**src/rtl/reg_writeback_queue.sv**
```systemverilog
// Purpose: in-order register-file writeback queue with read-port forwarding.
// Latency: an accepted write reaches the RW/PW_DS/E write port one cycle later at the earliest.
// Backpressure: In_Ready drops only when full and not draining; Hold stalls the drain, never acceptance.
// Ports: Clk, Reset (synchronous, active-high)
//        In_Valid/In_RW/In_Data/In_Ready : producer handshake (In_RW=0 is consumed and dropped)
//        Hold, E/RW/PW_DS                : register-file write port
//        RA/RB -> Fwd_{A,B}_Hit/_Data    : youngest pending write to each read address
//        Count                           : number of queued entries
module reg_writeback_queue #(
   parameter int DEPTH = 4
) (
   input  logic                     Clk,
   input  logic                     Reset,
   input  logic                     In_Valid,
   input  logic [4:0]               In_RW,
   input  logic [31:0]              In_Data,
   output logic                     In_Ready,
   input  logic                     Hold,
   output logic [31:0]              PW_DS,
   output logic [4:0]               RW,
   output logic                     E,
   input  logic [4:0]               RA,
   input  logic [4:0]               RB,
   output logic                     Fwd_A_Hit,
   output logic                     Fwd_B_Hit,
   output logic [31:0]              Fwd_A_Data,
   output logic [31:0]              Fwd_B_Data,
   output logic [$clog2(DEPTH):0]   Count
);

   localparam int AW = $clog2(DEPTH);
   localparam int CW = AW + 1;
   localparam logic [CW-1:0] FULL = CW'(DEPTH);
   localparam logic [AW-1:0] LAST = AW'(DEPTH - 1);

   typedef struct packed {
      logic [4:0]  rw;
      logic [31:0] data;
   } entry_t;

   entry_t        mem [DEPTH];
   logic [AW-1:0] wr_ptr;
   logic [AW-1:0] rd_ptr;
   logic [CW-1:0] cnt;
   logic [AW-1:0] fwd_idx;
   logic          not_empty;
   logic          pop;
   logic          push;

   assign not_empty = (cnt != '0);

   // Every output is forced to its idle value while Reset is high, so the
   // queue looks empty during the reset cycle itself, not only after it.
   assign pop      = !Reset && not_empty && !Hold;
   assign E        = pop;
   assign In_Ready = Reset || (cnt < FULL) || pop;
   // Writes to r0 complete the handshake but are never stored.
   assign push     = !Reset && In_Valid && In_Ready && (In_RW != 5'd0);

   assign Count = Reset ? '0 : cnt;
   assign RW    = (!Reset && not_empty) ? mem[rd_ptr].rw   : 5'd0;
   assign PW_DS = (!Reset && not_empty) ? mem[rd_ptr].data : 32'd0;

   always_ff @(posedge Clk) begin
      if (Reset) begin
         wr_ptr <= '0;
         rd_ptr <= '0;
         cnt    <= '0;
      end else begin
         if (push) begin
            wr_ptr <= (wr_ptr == LAST) ? '0 : wr_ptr + AW'(1);
         end
         if (pop) begin
            rd_ptr <= (rd_ptr == LAST) ? '0 : rd_ptr + AW'(1);
         end
         if (push && !pop) begin
            cnt <= cnt + CW'(1);
         end else if (pop && !push) begin
            cnt <= cnt - CW'(1);
         end
      end
   end

   // Storage is not reset; occupancy alone decides which slots are live.
   always_ff @(posedge Clk) begin
      if (push) begin
         mem[wr_ptr] <= '{rw: In_RW, data: In_Data};
      end
   end

   // Walk live entries oldest to youngest so the last match wins. DEPTH is
   // a power of two, so the AW-bit add wraps the index around the ring.
   // The head is included even while it is being popped this cycle.
   always_comb begin
      Fwd_A_Hit  = 1'b0;
      Fwd_A_Data = 32'd0;
      Fwd_B_Hit  = 1'b0;
      Fwd_B_Data = 32'd0;
      fwd_idx    = rd_ptr;
      for (int i = 0; i < DEPTH; i++) begin
         fwd_idx = rd_ptr + AW'(i);
         if (!Reset && (CW'(i) < cnt)) begin
            if ((RA != 5'd0) && (mem[fwd_idx].rw == RA)) begin
               Fwd_A_Hit  = 1'b1;
               Fwd_A_Data = mem[fwd_idx].data;
            end
            if ((RB != 5'd0) && (mem[fwd_idx].rw == RB)) begin
               Fwd_B_Hit  = 1'b1;
               Fwd_B_Data = mem[fwd_idx].data;
            end
         end
      end
   end

endmodule

```
**config.mk**
```make
export PLATFORM = sky130hd
export DESIGN_NAME = reg_writeback_queue
export DESIGN_NICKNAME = d
export VERILOG_FILES = /design/src/rtl/reg_writeback_queue.sv
export SDC_FILE = /design/constraint.sdc
export NUM_CORES = 1
export LEC_CHECK = 0
export BUFFER_PORTS_ARGS = -buffer_cell sky130_fd_sc_hd__buf_4
export CAP_MARGIN = 20
export CORE_MARGIN = 2
export CORE_UTILIZATION = 30
export DETAILED_ROUTE_END_ITERATION = 10
export GPL_TIMING_DRIVEN = 1
export PLACE_DENSITY = 0.44
export SLEW_MARGIN = 20
export SYNTH_ARGS = -nofsm -noshare
export SYNTH_HDL_FRONTEND = slang
export SYNTH_SLANG_ARGS = --single-unit
```
**constraint.sdc**
```tcl
create_clock -name Clk -period 5.3 [get_ports Clk]
set_clock_uncertainty 0.2 [all_clocks]
set_input_delay 1.325 -clock Clk [delete_from_list [all_inputs] [get_ports Clk]]
set_output_delay 1.325 -clock Clk [all_outputs]
set_load 0.02 [all_outputs]
```
======== Yosys cells after proc, flatten, opt, wreduce, memory -nomap -nowiden ========
Memories as Yosys holds them, arrays and structs flattened. A register that Yosys moved wholly into a read port is not among the register bits.
Index checks and enable logic that the tools add are counted.
word-level totals
  register bits after elaboration ......... 7
  bits in writable memories ............... 148
  input port bits ......................... 51
  memories kept ........................... 1
memory list
  memory  words  bits a word  read ports  clocked after Yosys merged registers in  wr ports  RTL line  RTL
  mem     4      37           4           1                                        1         41        entry_t mem [DEPTH];
operators by class
  add/subtract/negate cells ............... 6
  magnitude comparators ................... 5
  equality and inequality tests ........... 10
  mux-type cells .......................... 43
  reductions and logical operators ........ 30
operators with widths
  kind                 count
  $mux 32              17
  $eq 5x5->1           8
  $logic_and 1x1->1    19
  $mux 1               18
  $reduce_bool 5->1    3
  $mux 3               3
  $mux 2               4
  $lt 1x3->1 const A   2
  $lt 2x3->1 const A   2
  $mux 5               1
  $add 2x1->2 const B  2
  $add 2x2->2 const B  2
  $eq 2x2->1 const B   2
  $logic_not 1->1      4
  $add 3x1->3 const B  1
  $lt 3x3->1 const B   1
  $reduce_bool 3->1    1
  $sub 3x1->3 const B  1
  $logic_or 1x1->1     2
  $reduce_bool 2->1    1

======== Depth between registers and ports, before layout ========
Gate-level depths: netlist of the first run.
  depth in word-level cells ............... 10
  depth in mapped cells ................... 12
  gate-level depth less buffers ........... 10

======== Worst setup path after synthesis of the first run ========
Ideal clock, no wire load.
  path type ............................... input -> output
  start point ............................. in RB[1]
  end point ............................... out Fwd_B_Data[31]
  arrival time ............................ 3.430 ns
  data required time ...................... 3.775 ns
  setup slack ............................. 0.345 ns
  cell stages on the path ................. 7
  path buffers ............................ 2
  cells stage by stage .................... clkbuf_1 > xnor2_1 > or3_1 > a211oi_2 > clkbuf_1 > a21oi_1 > a311oi_1
between the ends
  cells in the longest elaborated chain, start to end .. 10
  elaborated cells between the ends (all ways) .. 17
ends and longest elaborated chain
  what                                             RTL line  RTL
  start, declared                                  23        input logic [4:0] RB,
  $eq 5x5->1 or $reduce_bool 5->1 (tied branches)  107       if ((RB != 5'd0) && (mem[fwd_idx].rw == RB)) begin
  $logic_and 1x1->1                                107
  $mux 32                                          107
  $mux 32                                          102       if (!Reset && (CW'(i) < cnt)) begin
  $mux 32                                          107
  $mux 32                                          102
  $mux 32                                          107
  $mux 32                                          102
  $mux 32                                          107
  $mux 32 *                                        102
  end, declared                                    27        output logic [31:0] Fwd_B_Data,
Mark *: on every way between the ends. The rest lies on a longest branch, timed or not.

======== Worst setup path after layout of the first run ========
  start point ............................. reg rd_ptr[0]
  end point ............................... out Fwd_A_Data[23]
between the ends
  cells in the longest elaborated chain, start to end .. 10
  elaborated cells between the ends (all ways) .. 16
ends and longest elaborated chain
  what                    RTL line  RTL
  start, declared         43        logic [AW-1:0] rd_ptr;
  start signal, assigned  74        rd_ptr <= (rd_ptr == LAST) ? '0 : rd_ptr + AW'(1);
  $add 2x1->2             101       fwd_idx = rd_ptr + AW'(i);
  $mem_v2 4x37 *          --
  $eq 5x5->1              103       if ((RA != 5'd0) && (mem[fwd_idx].rw == RA)) begin
  $logic_and 1x1->1       103
  $mux 32                 103
  $mux 32                 102
  $mux 32                 103
  $mux 32                 102
  $mux 32                 103
  $mux 32 *               102
  end, declared           26        output logic [31:0] Fwd_A_Data,
Marked as above.

==> qor.csv, run 1 <==
metric;value;unit
status;finished, final reports clean;
syn_inst;996;
drtPass1Iterations;6;
drt_iter0_drc;573;
async_flop_share;0;%
setup_viol;0;
grt_max_degree;65;
tightest_slew;1.15;ns
grt_pass1_wl;57800;um
ys.flop_type;edfxtp_1;
required;3.77;ns
final_common_cell;buf_4;
diodes;0;
wirelength;38600;um
grt_pass1_vias;8959;
cpPeakStageDelay;0.51;ns
cp_top_family;buffers and inverters;
finalNetCount;1173;
wire_per_inst;23.5;um
slew_violations;0;
arrival;3.56;ns
hp-class;flop to flop;
port_buffers;158;
syn2layout_area_growth;20.6;%
synth_nets;1057;
core_area;38800;um2
final-hold-violation-count;0;
slew_headroom;23.0;%
placementRows;72;
crit_path_frequent_cell;buf_4;
cts_sinks;157;
antenna_found_initial;1;
cp_slowest_cell;mux4_2;
max_freq;0.196;GHz
clockBufferDepth;2;
seq_area_frac_synth;39.0;%
cp-end-kind;output port;
die_w;203;um
maxCapViolations;0;
cp-start-kind;flop;
syn_area_per_cell;11.9;um2
synthesis.area;11900;um2
rrSetupSlack;2.32;ns
synth_warnings;0;
layout_common_cells;buf_4, edfxtp_1, nor2_1;
start_util;30.5;%
ctsHoldBuffers;0;
cts_inserted_buffers;17;
vias;9019;
layout-drive-gt1-share;39.7;%
tns;0;ns
cts_max_level;4;
critPathLaunch;rd_ptr[0]$_SDFFE_PP0P_;
cts.reportedPaths.clkPinSlew;0.07;ns
drcViolationCount;0;
grt-ovfl-total;0;
dpl.hpwl;25200;um
avgViaCountPerCell;5.49;
ant_nets;0;
io_pins;159;
peakVddDrop;0.330;mV
final.setup.worst_slack;0.210;ns
crit_type;flop to output port;
dp_cells;1607;
fp.dieArea;41100;um2
crit_path_max_fanout;37;
finalNonFillerCells;1643;
synth.distinct_cells;42;
gp_congestion;0.846;
fillers;3788;
r2r_start;cnt[0]$_SDFFE_PP0P_;
synth-seq-cells;157;
period_needed;5.09;ns
pre_cts_ws;0.247;ns
timing.critical_path.buf_inv;3;
cts_tree;done;
rsz0062_at_grt;false;
hold_path_startpoint;cnt[2]$_SDFFE_PP0P_;
worstSkewPairLatency;0.43;ns
cellLeakagePower;4.70;nW
worstPathCellList;ha_4 > buf_4 > mux4_2 > xnor2_1 > nand4_1 > nor2_4 > buf_12 > a21oi_1 > a221oi_1 > buf_4;
grt.total_usage;18.8;%
fp.dieH;203;um
cts_root_buf;clkbuf_16;
synth_edf_count;148;
finalCritPeriodShare;96.0;%
powerDensity;303;nW/um2
==> flip-flops by register name (all words and copies together), names as in the netlist, named ones only <==
signal and cells:
mem 148, cnt 3, rd_ptr 2, wr_ptr 2
==> cell usage after synthesis, types with 2 or more instances <==
master      n  share of area [%]
inv_1      10               0.32
clkbuf_1   62                2.0
o21ai_0    35                1.5
or3_1       2               0.11
a221oi_1   10               0.74
buf_6       9               0.85
xnor2_1    21                1.6
nand2b_1    3               0.16
mux2_2     31                2.9
nand2_1   102                3.2
a221oi_2   20                2.5
nor4_1      2               0.11
dfxtp_1     9                1.5
edfxtp_1  148                 37
nor4_2      2               0.21
buf_1      10               0.32
ha_1       10                1.1
o31ai_1     3               0.19
buf_2      21               0.89
nor2b_1     5               0.26
o31ai_2    30                3.2
and2_1      6               0.32
mux4_2    117                 22
nand4_1     6               0.32
o211a_1    31                2.6
nor2_1    142                4.5
nor3_1     36                1.5
mux2i_1    38                3.2
a21oi_1    35                1.5
xor2_1     23                1.7
or4_1       2               0.13
nand3_1     5               0.21
==> cell families after synthesis <==
logic type      count (synthesis)  share of synthesized area (%)
flops                         157                           39.0
buf+inv                       113                           4.40
xor+xnor                       44                           3.25
simple gates                  316                           11.3
fa+ha+maj                      10                           1.06
mux                           186                           28.4
compound gates                170                           12.6
==> stage by stage <==
stage / area [um2] / utilization, % / total power [W] / hold slack, ns
after floorplan: 11900 / - / 0.00264 / 0.284
after global placement: 13700 / 35.2 / 0.00312 / 0.306
after detailed placement: 13700 / 35.2 / 0.00311 / 0.325
after CTS: 14300 / 36.7 / 0.00438 / 0.334
after global routing: 14300 / 36.8 / 0.00456 / 0.372
final: 14300 / 36.8 / 0.00434 / 0.332
==> worst register-to-register path: stages, from the launching register on <==
cell     delay, ns
dfxtp_1       0.44
inv_1         0.13
ha_1          0.22
a21o_2        0.43
nor2_1        0.45
inv_1         0.14
ha_1          0.38
or3_1         0.39
a21oi_1       0.13
==> final cells by class <==
type | count | area, um2 | share of cell area (%)
clock buffers | 17 | 425 | 2.97
clock inverters | 15 | 163 | 1.14
inverters | 10 | 37.5 | 0.262
multi-input cells | 726 | 6750 | 47.2
flip-flops and latches | 157 | 4630 | 32.4
well taps | 518 | 648 | 4.53
repair buffers | 200 | 1640 | 11.5
==> metal layers <==
layer	global-route usage, %	routed length (um)
met1	25.2	17100
met2	31.5	18700
met3	3.43	2120
met4	4.87	620
met5	0	13
==> power breakdown <==
part	leakage, nW	switching [W]	total (W)	internal (W)
sequential	1.42	0.0000501	0.00145	0.00140
clock	0.288	0.000548	0.00125	0.000701
combinational	2.99	0.000887	0.00164	0.000753
==> path summary, 6_finish.rpt <==
kind / end / cells past startpoint
max: Fwd_A_Data[23] / 10
min: cnt[2]$_SDFFE_PP0P_ / 2
max reg2reg: cnt[2]$_SDFFE_PP0P_ / 8
min reg2reg: cnt[2]$_SDFFE_PP0P_ / 2
==> timing repair <==
action                                  CTS  global route
endpoints found under the setup margin    0            49
resized for setup                         0             0
buffers inserted                          0             4
(Power assumes the default switching activity.)
==> inputs of run 2 (changes only) <==
--- a/config.mk
+++ b/config.mk
@@ -11,8 +11,7 @@
 export CORE_UTILIZATION = 30
 export DETAILED_ROUTE_END_ITERATION = 10
 export GPL_TIMING_DRIVEN = 1
-export PLACE_DENSITY = 0.44
-export SLEW_MARGIN = 20
+export PLACE_DENSITY_LB_ADDON = 0.08
 export SYNTH_ARGS = -nofsm -noshare
 export SYNTH_HDL_FRONTEND = slang
 export SYNTH_SLANG_ARGS = --single-unit
==> run 2 against run 1 <==
Clock power about the same. Sequential share of layout area about the same. Routed wire length down 0.67%. Critical path type unchanged. Largest power group unchanged. Highest routed layer is now met4.
==> qor.csv, run 2 (synthesized netlist as in run 1, its figures left out) <==
metric;value;unit
worstSkewPairLatency;0.43;ns
status;finished, final reports clean;
path_depth;10;
dpl.hpwl;24900;um
max_freq;0.193;GHz
required;3.77;ns
start_util;30.5;%
grt_max_degree;65;
setup_viol;0;
finalCritPeriodShare;97.5;%
final_core_util;36.8;%
r2r_cells;8;
syn2layout_area_growth;20.5;%
cts_tree;done;
antenna_found_initial;0;
wire_per_inst;23.4;um
maxCapViolations;0;
cp_slowest_cell;mux4_2;
top_register;mem;
diodes;0;
slew_violations;0;
rsz0062_at_grt;true;
cts_sinks;157;
final_common_cell;buf_4;
tightest_slew;0.860;ns
pre_cts_ws;0.0560;ns
reg_top3;mem x148, cnt x3;
powerDensity;301;nW/um2
layout-drive-gt1-share;39.9;%
final-hold-violation-count;0;
drtPass1Iterations;5;
die_w;203;um
ant_nets;0;
crit_path_frequent_cell;buf_4;
wirelength;38400;um
io_pins;159;
cp_top_family;compound AO/OA/AOI/OAI gates;
hp-class;flop to flop;
fp.dieArea;41100;um2
gp_congestion;0.781;
cp-start-kind;flop;
slew_headroom;41.9;%
cts.reportedPaths.clkPinSlew;0.06;ns
clockBufferDepth;2;
cpPeakStageDelay;0.58;ns
hold_depth;2;
grt_pass1_wl;57800;um
core_area;38800;um2
crit_type;flop to output port;
finalNetCount;1170;
placementRows;72;
layout_common_cells;buf_4, edfxtp_1, nor2_1;
crit_path_max_fanout;17;
timing.critical_path.buf_inv;2;
peakVddDrop;0.216;mV
cellLeakagePower;4.66;nW
power;0.00431;W
port_buffers;158;
avgViaCountPerCell;5.46;
tns;0;ns
grt.total_usage;18.8;%
ctsHoldBuffers;0;
fp.dieH;203;um
cts_root_buf;clkbuf_16;
grt-ovfl-total;0;
worstPathCellList;ha_4 > mux4_2 > xnor2_1 > nand2_1 > a211oi_4 > or2_2 > buf_4 > o211a_1 > o31ai_2 > buf_4;
cts_inserted_buffers;17;
grt_pass1_vias;8999;
cts_max_level;4;
largest_reg_flops;148;
fillers;3787;
drt_iter0_drc;585;
final.setup.worst_slack;0.131;ns
drcViolationCount;0;
arrival;3.64;ns
cp-end-kind;output port;
vias;8941;
period_needed;5.17;ns
[run 2: metal layers]
| layer | vias to the layer above | GRT usage, % | wire length (um) |
|---|---|---|---|
| li1 | 4081 | - | - |
| met1 | 4578 | 25.5 | 17600 |
| met2 | 250 | 32.1 | 18900 |
| met3 | 32 | 2.60 | 1410 |
| met4 | 0 | 4.38 | 442 |
| met5 | - | 0 | 0 |
[run 2: per-stage QoR]
step / hold slack (ns) / area [um2] / instances
final: 0.347 / 14300 / 1639
after global routing: 0.401 / 14300 / 1639
after CTS: 0.340 / 14200 / 1637
after detailed placement: 0.328 / 13600 / 1602
after global placement: 0.330 / 13600 / 1602
after floorplan: 0.284 / 11900 / 996
[run 2: worst register-to-register path, cell delays in order (launching register included)]
cell,delay (ns)
dfxtp_1,0.46
inv_1,0.12
ha_1,0.21
a21o_2,0.38
nor2_1,0.44
inv_1,0.19
ha_1,0.40
or3_1,0.39
a21oi_1,0.15
[run 2: cell type report]
class | count | area [um2] | share of cell area [%]
clock inverters | 13 | 141 | 0.990
multi-input cells | 726 | 6780 | 47.5
clock buffers | 18 | 429 | 3.00
well taps | 518 | 648 | 4.54
repair buffers | 197 | 1620 | 11.3
inverters | 10 | 37.5 | 0.263
flip-flops and latches | 157 | 4630 | 32.4
[run 2: what timing repair did]
| action | in CTS | in global routing |
|---|---|---|
| setup endpoints to repair | 4 | 19 |
| resized for setup | 2 | 4 |
| gates cloned | 0 | 0 |
| pin swaps | 1 | 1 |
| buffers inserted | 4 | 1 |
[run 2: power by group]
group	switching, W	internal, W
combinational	0.000878	0.000759
sequential	0.0000524	0.00140
clock	0.000526	0.000693
total	0.00146	0.00285
[run 2: final timing paths]
kind,startpoint,endpoint,slack (ns)
worst max-delay path,rd_ptr[0]$_SDFFE_PP0P_,Fwd_B_Data[0],0.13
worst min-delay path,cnt[2]$_SDFFE_PP0P_,cnt[2]$_SDFFE_PP0P_,0.35
worst min register to register,cnt[2]$_SDFFE_PP0P_,cnt[2]$_SDFFE_PP0P_,0.35
worst max register to register,cnt[0]$_SDFFE_PP0P_,cnt[2]$_SDFFE_PP0P_,2.28
==> inputs of run 3 (changes only) <==
--- a/config.mk
+++ b/config.mk
@@ -7,10 +7,11 @@
 export LEC_CHECK = 0
 export BUFFER_PORTS_ARGS = -buffer_cell sky130_fd_sc_hd__buf_4
 export CAP_MARGIN = 20
-export CORE_MARGIN = 2
+export CORE_MARGIN = 5
 export CORE_UTILIZATION = 30
 export DETAILED_ROUTE_END_ITERATION = 10
 export GPL_TIMING_DRIVEN = 1
+export MAX_ROUTING_LAYER = met4
 export PLACE_DENSITY_LB_ADDON = 0.08
 export SYNTH_ARGS = -nofsm -noshare
 export SYNTH_HDL_FRONTEND = slang
==> run 3 against run 2 <==
Utilization is essentially flat. Sequential cell count stayed put. Critical path depth is 1 lower. Register-to-register slack better by 0.13 ns. Clock power up 7%. Routed wire length grew 3.4%. Die area rose by 6.0%. Global-route usage decreased by 0.63 points. Sequential power about the same. Highest routed layer unchanged. Combinational power hardly changed. Setup slack got worse by 0.078 ns.
==> qor.csv, run 3 (synthesized netlist as in run 1, its figures left out) <==
metric;value;unit
top_register;mem;
sw_frac_of_total;33.8;%
diodes;0;
core_area;38900;um2
peakVddDrop;0.215;mV
grt.total_usage;18.2;%
tns;0;ns
placementRows;72;
final_core_util;36.8;%
cp_slowest_cell;or4_2;
worstSkewPairLatency;0.43;ns
dp_cells;1606;
wirelength;39700;um
grt_max_degree;66;
avgViaCountPerCell;5.43;
final-hold-violation-count;0;
crit_path_max_fanout;65;
intPower;0.00291;W
cts.reportedPaths.clkPinSlew;0.07;ns
layout_common_cells;buf_4, edfxtp_1, nor2_1;
hold_depth;2;
drt_iter0_drc;376;
status;finished, final reports clean;
required;3.77;ns
pre_cts_ws;0.239;ns
layout-drive-gt1-share;40.0;%
cts_root_buf;clkbuf_16;
tightest_slew;0.943;ns
crit_type;flop to output port;
fp.dieArea;43600;um2
fp.dieH;209;um
r2r_start;cnt[0]$_SDFFE_PP0P_;
setup_viol;0;
pwr-share-seq;33.1;%
wire_per_inst;24.1;um
slew_headroom;37.1;%
rrSetupSlack;2.41;ns
cp_top_family;buffers and inverters;
cts_max_level;4;
holdWs;0.341;ns
reg_top3;mem x148, cnt x3;
port_buffers;158;
timing.critical_path.buf_inv;3;
grt_pass1_wl;59100;um
cts_inserted_buffers;17;
final.setup.worst_slack;0.0538;ns
worstPathCellList;clkbuf_8 > mux4_2 > xnor2_1 > nand2_1 > or4_2 > buf_12 > o211a_1 > o31ai_1 > buf_4;
finalNonFillerCells;1642;
syn2layout_area_growth;20.7;%
ant_nets;0;
powerDensity;307;nW/um2
final_common_cell;buf_4;
io_pins;159;
maxCapViolations;0;
cp-start-kind;flop;
finalNetCount;1172;
cp-end-kind;output port;
hold_path_startpoint;cnt[2]$_SDFFE_PP0P_;
r2r_cells;8;
grt_pass1_vias;9231;
max_freq;0.191;GHz
cts_sinks;157;
arrival;3.72;ns
min_to;cnt[2]$_SDFFE_PP0P_;
finalCritPeriodShare;99.0;%
cellLeakagePower;4.68;nW
hp-class;flop to flop;
vias;8918;
die_w;209;um
dpl.hpwl;25800;um
p_clk_share;29.7;%
period_needed;5.25;ns
power_switching;0.00148;W
r2r_end;cnt[2]$_SDFFE_PP0P_;
antenna_found_initial;0;
ctsHoldBuffers;0;
drcViolationCount;0;
grt-ovfl-total;0;
start_util;30.5;%
fillers;3875;
clockBufferDepth;2;
largest_reg_flops;148;
combinationalPowerShare;37.2;%
rsz0062_at_grt;false;
drtPass1Iterations;4;
gp_congestion;0.817;
slew_violations;0;
cpPeakStageDelay;0.67;ns
cts_tree;done;
## run 3: cell type report
type	count	area, um2	area share [%]
timing repair buffer	199	1610	11.2
multi-input combinational	726	6770	47.3
clock inverter	15	188	1.31
inverter	10	37.5	0.262
tap	518	648	4.53
sequential	157	4640	32.4
clock buffer	17	425	2.97
## run 3: through the flow
stage                     power [W]  instance area [um2]
after floorplan             0.00264                11900
after global placement      0.00313                13600
after detailed placement    0.00312                13600
after CTS                   0.00444                14300
after global routing        0.00461                14300
final                       0.00439                14300
## run 3: metal layers
metal  track usage, %  part of all wire, %  vias up
met5                -                    0        -
met1             23.1                   44     4571
met4             3.80                  1.2        0
met2             31.4                   51      233
li1                 -                    -     4080
met3             2.53                  4.1       34
## run 3: worst max-delay path by stage
| stage | start | end | slack (ns) | cells past startpoint |
|---|---|---|---|---|
| floorplan | RB[1] | Fwd_B_Data[31] | 0.34 | 7 |
| global placement | RB[1] | Fwd_B_Data[0] | 0.26 | 9 |
| detailed placement | RB[1] | Fwd_B_Data[0] | 0.24 | 9 |
| CTS | flop | Fwd_B_Data[0] | 0.02 | 9 |
| global route | rd_ptr[0]$_SDFFE_PP0P_ | Fwd_A_Data[16] | 0.004 | 11 |
| finish | rd_ptr[1]$_SDFFE_PP0P_ | Fwd_B_Data[30] | 0.05 | 9 |
## run 3: power groups by stage
stage	clock network (W)	registers, W	logic, W
2_1_floorplan	0	0.00144	0.00120
3_3_place_gp	0	0.00149	0.00164
3_5_place_dp	0	0.00149	0.00163
4_1_cts	0.00134	0.00146	0.00164
5_1_grt	0.00138	0.00146	0.00176
6_report	0.00130	0.00145	0.00163
## run 3: timing repair
| item | 4_1_cts | 5_1_grt |
|---|---|---|
| setup endpoints to repair | 13 | 20 |
| gates resized for setup | 2 | 5 |
| setup buffers | 2 | 2 |
| pin swaps | 1 | 1 |
## run 3: worst min-delay path: cells and delay by family, from the launching register on
family | cells | cell delay, ns
AO/OA/AOI/OAI | 2 | 0.15
flip-flops | 1 | 0.35
